### src/rtl/risc_spm_pkg.sv
// Shared RISC-SPM datapath constants: address width, address type and return-stack depth.
package risc_spm_pkg;

  localparam int unsigned WORD_SIZE = 8;
  localparam int unsigned RAS_DEPTH = 4;

  typedef logic [WORD_SIZE-1:0] addr_t;

endpackage

### src/rtl/ras_mem.sv
// Return-stack storage: depth x word_size register file, one write port, one async read port, no reset.
module ras_mem
  import risc_spm_pkg::*;
#(
  parameter int unsigned word_size = WORD_SIZE,
  parameter int unsigned depth     = RAS_DEPTH,
  parameter int unsigned aw        = $clog2(depth)
) (
  input  logic                 clk,
  input  logic                 we_i,
  input  logic [aw-1:0]        waddr_i,
  input  logic [word_size-1:0] wdata_i,
  input  logic [aw-1:0]        raddr_i,
  output logic [word_size-1:0] rdata_o
);

  logic [word_size-1:0] mem_q [depth];

  always_ff @(posedge clk) begin
    if (we_i) mem_q[waddr_i] <= wdata_i;
  end

  assign rdata_o = mem_q[raddr_i];

endmodule

### src/rtl/return_addr_stack.sv
// LIFO of subroutine return addresses feeding the PC load path.
// Build option RAS_WRAP_EN: circular stack, a push while full overwrites the oldest entry.
module return_addr_stack
  import risc_spm_pkg::*;
#(
  parameter int unsigned word_size = WORD_SIZE,
  parameter int unsigned depth     = RAS_DEPTH,
  parameter int unsigned ptr_w     = $clog2(depth)
) (
  input  logic                 clk,
  input  logic                 rst,
  input  logic                 push,
  input  logic [word_size-1:0] push_addr,
  input  logic                 pop,
  output logic [word_size-1:0] pop_addr,
  output logic                 load_pc,
  output logic                 full,
  output logic                 empty,
  output logic [ptr_w:0]       count,
  output logic                 overflow,
  output logic                 underflow,
  input  logic                 err_clr
);

  localparam int unsigned CW = ptr_w + 1;

  // Pointer arithmetic modulo depth, valid for non-power-of-two depths too.
  function automatic logic [ptr_w-1:0] ptr_inc(input logic [ptr_w-1:0] p);
    return (p == ptr_w'(depth - 1)) ? '0 : p + ptr_w'(1);
  endfunction

  function automatic logic [ptr_w-1:0] ptr_dec(input logic [ptr_w-1:0] p);
    return (p == '0) ? ptr_w'(depth - 1) : p - ptr_w'(1);
  endfunction

  logic [ptr_w-1:0]     wr_ptr_q, wr_ptr_d;
  logic [CW-1:0]        count_q, count_d;
  logic [word_size-1:0] pop_addr_q, pop_addr_d;
  logic                 load_pc_q, load_pc_d;
  logic                 full_q, empty_q;
  logic                 ovf_q, ovf_d, udf_q, udf_d;
  logic                 ovf_set, udf_set;

  logic                 mem_we;
  logic [ptr_w-1:0]     mem_waddr, top_idx;
  logic [word_size-1:0] mem_rdata;

  assign top_idx = ptr_dec(wr_ptr_q);

  ras_mem #(
    .word_size (word_size),
    .depth     (depth),
    .aw        (ptr_w)
  ) u_mem (
    .clk     (clk),
    .we_i    (mem_we),
    .waddr_i (mem_waddr),
    .wdata_i (push_addr),
    .raddr_i (top_idx),
    .rdata_o (mem_rdata)
  );

  // wr_ptr_q is the next free slot; the top of stack sits one below it.
  always_comb begin
    wr_ptr_d   = wr_ptr_q;
    count_d    = count_q;
    pop_addr_d = pop_addr_q;
    load_pc_d  = 1'b0;
    mem_we     = 1'b0;
    mem_waddr  = wr_ptr_q;
    ovf_set    = 1'b0;
    udf_set    = 1'b0;

    if (push && pop) begin
      load_pc_d = 1'b1;
      if (empty_q) begin
        pop_addr_d = push_addr;
      end else begin
        pop_addr_d = mem_rdata;
        mem_we     = 1'b1;
        mem_waddr  = top_idx;
      end
    end else if (pop) begin
      if (empty_q) begin
        udf_set = 1'b1;
      end else begin
        pop_addr_d = mem_rdata;
        load_pc_d  = 1'b1;
        wr_ptr_d   = top_idx;
        count_d    = count_q - CW'(1);
      end
    end else if (push) begin
      if (!full_q) begin
        mem_we   = 1'b1;
        wr_ptr_d = ptr_inc(wr_ptr_q);
        count_d  = count_q + CW'(1);
      end else begin
`ifdef RAS_WRAP_EN
        mem_we   = 1'b1;
        wr_ptr_d = ptr_inc(wr_ptr_q);
`else
        ovf_set  = 1'b1;
`endif
      end
    end

    ovf_d = ovf_q;
    udf_d = udf_q;
    if (err_clr) begin
      ovf_d = 1'b0;
      udf_d = 1'b0;
    end else begin
      if (ovf_set) ovf_d = 1'b1;
      if (udf_set) udf_d = 1'b1;
    end
  end

  always_ff @(posedge clk or posedge rst) begin
    if (rst) begin
      wr_ptr_q   <= '0;
      count_q    <= '0;
      pop_addr_q <= '0;
      load_pc_q  <= 1'b0;
      full_q     <= 1'b0;
      empty_q    <= 1'b1;
      ovf_q      <= 1'b0;
      udf_q      <= 1'b0;
    end else begin
      wr_ptr_q   <= wr_ptr_d;
      count_q    <= count_d;
      pop_addr_q <= pop_addr_d;
      load_pc_q  <= load_pc_d;
      full_q     <= (count_d == CW'(depth));
      empty_q    <= (count_d == '0);
      ovf_q      <= ovf_d;
      udf_q      <= udf_d;
    end
  end

  assign pop_addr  = pop_addr_q;
  assign load_pc   = load_pc_q;
  assign count     = count_q;
  assign full      = full_q;
  assign empty     = empty_q;
  assign overflow  = ovf_q;
  assign underflow = udf_q;

endmodule

### config.mk
export PLATFORM = sky130hd
export DESIGN_NAME = return_addr_stack
export DESIGN_NICKNAME = d
export VERILOG_FILES = /design/src/rtl/risc_spm_pkg.sv /design/src/rtl/ras_mem.sv /design/src/rtl/return_addr_stack.sv
export SDC_FILE = /design/constraint.sdc
export NUM_CORES = 1
export LEC_CHECK = 0
export ABC_AREA = 1
export CAP_MARGIN = 0
export CORE_AREA = 2 2 84 86
export DETAILED_ROUTE_END_ITERATION = 6
export DIE_AREA = 0 0 86 88
export MAX_ROUTING_LAYER = met4
export PLACE_DENSITY = 0.55
export SYNTH_ARGS = -nofsm -noshare
export SYNTH_HDL_FRONTEND = slang
export SYNTH_SLANG_ARGS = --single-unit
### constraint.sdc
create_clock -name clk -period 2.85 [get_ports clk]
set_clock_uncertainty 0.15 [all_clocks]
set_input_delay 0.4275 -clock clk [delete_from_list [all_inputs] [get_ports clk]]
set_output_delay 0.4275 -clock clk [all_outputs]
set_load 0.01 [all_outputs]
==> flow_summary_export.csv <==
group,metric,value,unit
run_status,run_status,"finished clean",
synth,postSynthNetCount,244,
clock_tree,clkLatencyLatePin,0.30,ns
hold_path,min-delay-start,"pop_addr[5]",
placement,routabilityCongestion,0.776,
clock_tree,cts_buffers,5,
setup_path,critPathRequiredTime,2.71,ns
synth,yosys.area.top_type_share,0.424,
power_and_ir_drop,static_leakage,1.23,nW
placement,portBuffers,28,
clock_tree,post_cts_hold_buffer_count,0,
clock_tree,cts-htree-levels,2,
synth,synth_edf_count,32,
timing,hold-worst-slack,0.338,ns
route,via_per_inst,4.59,
clock_tree,tritoncts_num_sinks,50,
layout,final_common_cell,"sky130_fd_sc_hd__nand2_1",
layout,diodes,0,
route,final_antenna_net_count,0,
power_and_ir_drop,power_density,983,mW/mm^2
die,die-width,86,microns
clock_tree,clock-root-buffer,"sky130_fd_sc_hd__clkbuf_8",
route,route.vias.total,1575,
setup_path,cp-end-kind,"flop",
setup_path,cp_max_fo,11,
synth,synth_area_leaders,"sky130_fd_sc_hd__edfxtp_1 42%, sky130_fd_sc_hd__dfrtp_1 19%, sky130_fd_sc_hd__nand2_1 10%, sky130_fd_sc_hd__inv_1 6.5%, sky130_fd_sc_hd__o211ai_1 5.6%",
global_routing,grt_pass1_vias,1573,
flow_run,max-cap-violations,0,
setup_path,crit_path_start_kind,"flop",
setup_path,critical_path.slowest_cell,"sky130_fd_sc_hd__ha_1",
power_and_ir_drop,ir_drop,366,uV
global_routing,antenna_found_initial,0,
synth,synth_sequential_area_ratio,0.623,
die,die_height,88,microns
route,firstDrtPassIters,4,
timing,drv_slew,0,
layout,net_count_of_the_finished_layout,279,
die,floorplan.die_area,0.00757,sq mm
setup_path,critPathMostFrequentCell,"sky130_fd_sc_hd__inv_1",
synth,yosysWarnings,0,
setup_path,startpoint,"wr_ptr_q[0]",
timing,min_period,2.14,ns
power_and_ir_drop,combinationalPowerShare,0.446,
timing,timing_hold_violations_final,0,
route,route.detailed.drc,0,
setup_path,r2r_start,"wr_ptr_q[0]",
timing,tightestPinTransition,0.678,ns
timing,finalSetupTns,0,ns
setup_path,crit_arrival,2.00,ns
synth,synth.largest_area_cell,"sky130_fd_sc_hd__edfxtp_1",
global_routing,first_pass_grt_wire_length,8160,microns
power_and_ir_drop,switching_power_as_a_share_of_total_power,0.382,
setup_path,crit_path_cell_trace,"inv_1 > ha_1 > clkinv_1 > nand2_1 > o22ai_2 > inv_1 > nor2_1 > buf_4",
placement,dp.final_hpwl,3650,microns
route,route.final.wire_length,4950,microns
hold_path,hold_path_class,"flop to flop",
setup_path,regToRegSetupSlack,0.71,ns
power_and_ir_drop,power_switching,1.03,mW
die,placementRows,30,
route,initialDrtViolationCount,100,
clock_tree,clk_pin_slew_worst_paths,0.09,ns
setup_path,worst_r2r_path_depth,8,
synth,synth_cells,227,
layout,mostFrequentLayoutCells,"61 x sky130_fd_sc_hd__nand2_1, 39 x sky130_fd_sc_hd__inv_1, 32 x sky130_fd_sc_hd__edfxtp_1, 28 x sky130_fd_sc_hd__clkdlybuf4s50_1",
global_routing,grt_max_degree,33,
synth,synthFlopType,"sky130_fd_sc_hd__edfxtp_1",
setup_path,class_of_the_most_critical_setup_path,"flop to flop",
clock_tree,cts_setup_buffers,0,
timing,worst_slew_margin_rel,0.548,
synth,ys_async_sr_fraction,0.360,
synth,synth.distinct_cells,27,
layout,synthToLayoutAreaGrowth,20.9,%
hold_path,timing.hold.worst_path_depth,2,
timing,finalSetupViolCount,0,
route,routed_wirelength_normalized_by_instance_count,14.4,microns
die,initial_utilization,0.341,
clock_tree,tritoncts,"done",
synth,yosys_register_bits,50,
synth,synth_area_per_cell,9.99,sq um
die,core_region_area,0.00664,sq mm
clock_tree,clockBufferDepth,2,
setup_path,cp_slowest_stage_delay,0.46,ns
setup_path,critPathBufInv,4,
timing,maxClockFrequency,467,MHz
die,io_pins,29,
setup_path,timing.critical_path.max_delay_family,"buffers and inverters",
clock_tree,post_cts.resized_instances,0,
global_routing,grt-ovfl-total,0,
global_routing,global_route_usage_over_all_layers,0.150,
power_and_ir_drop,clockPowerShare,0.146,
synth,netlist_area,0.00227,sq mm
power_and_ir_drop,p_int,1.67,mW
timing,rsz_0062_raised_after_global_routing,"false",
power_and_ir_drop,power.sequential.fraction,0.409,
timing,timing.final.crit_share,0.751,
setup_path,worstSetupPathDepth,8,
layout,layout-drive-gt1-share,0.0760,
==> Yosys cell counts, types with 2 or more instances <==
cell	n
sky130_fd_sc_hd__nand2_1	61
sky130_fd_sc_hd__inv_1	39
sky130_fd_sc_hd__edfxtp_1	32
sky130_fd_sc_hd__dfrtp_1	17
sky130_fd_sc_hd__o211ai_1	17
sky130_fd_sc_hd__o21ai_0	13
sky130_fd_sc_hd__nand3_1	10
sky130_fd_sc_hd__nor2_1	10
sky130_fd_sc_hd__ha_1	4
sky130_fd_sc_hd__inv_2	3
sky130_fd_sc_hd__a21oi_1	2
sky130_fd_sc_hd__buf_2	2
sky130_fd_sc_hd__nand3b_1	2
sky130_fd_sc_hd__nand4_1	2
==> state kept, by name, indices dropped and copies added, names as in the netlist <==
name and flops:
full 1, pop_addr 8, load_pc 1, u_mem.mem_q 32, wr_ptr_q 2, empty 1
underflow 1, count 3, overflow 1
==> power by group through the flow <==
stage | logic [mW] | clock network, mW | registers, mW
finish | 1.20 | 0.393 | 1.10
global route | 1.37 | 0.450 | 1.13
CTS | 1.22 | 0.408 | 1.11
detailed placement | 1.22 | 0 | 1.12
global placement | 1.21 | 0 | 1.12
floorplan | 0.704 | 0 | 1.13
==> routing by layer <==
| layer | vias to the layer above | GRT usage | wire length [microns] |
|---|---|---|---|
| met4 | 0 | 0.0346 | 26 |
| met5 | - | - | 0 |
| met2 | 37 | 0.214 | 2230 |
| met3 | 2 | 0.0462 | 247 |
| li1 | 815 | - | - |
| met1 | 721 | 0.208 | 2450 |
==> tightest hold or removal path: stages (launching register included) <==
cell and delay, ns:
sky130_fd_sc_hd__dfrtp_1 0.35, sky130_fd_sc_hd__nand2_1 0.05, sky130_fd_sc_hd__nand2_1 0.05
==> per-stage QoR <==
| step | utilization | area [sq um] | setup WS (ns) | std cells | total power [mW] |
|---|---|---|---|---|---|
| after floorplan | - | 2270 | 0.753 | 227 | 1.84 |
| after global placement | 0.400 | 2660 | 0.521 | 335 | 2.33 |
| after detailed placement | 0.400 | 2660 | 0.485 | 335 | 2.33 |
| after CTS | 0.412 | 2740 | 0.690 | 343 | 2.73 |
| after global routing | 0.412 | 2740 | 0.524 | 343 | 2.95 |
| final | 0.412 | 2740 | 0.709 | 343 | 2.69 |
==> worst paths after layout <==
kind | to
max in group asynchronous | pop_addr[5]
min reg2reg | pop_addr[5]
min in group asynchronous | pop_addr[1]
max | u_mem.mem_q[3][2]
min | pop_addr[5]
max reg2reg | u_mem.mem_q[3][2]
==> logic make-up after synthesis <==
kind of cell | share of synthesized area
buffers and inverters | 0.0861
AND/OR/NAND/NOR | 0.159
adder cells (fa/ha/maj) | 0.0221
flip-flops | 0.623
AO/OA/AOI/OAI | 0.105
XOR/XNOR | 0.00386
==> final cells by class <==
class	instances	area [sq um]
fillers	659	3900
flip-flops and latches	50	1410
multi-input cells	128	659
repair buffers	34	325
inverters	43	161
well taps	80	100
clock buffers	6	72.6
clock inverters	2	8.76
Power figures use the tool's default switching activity.
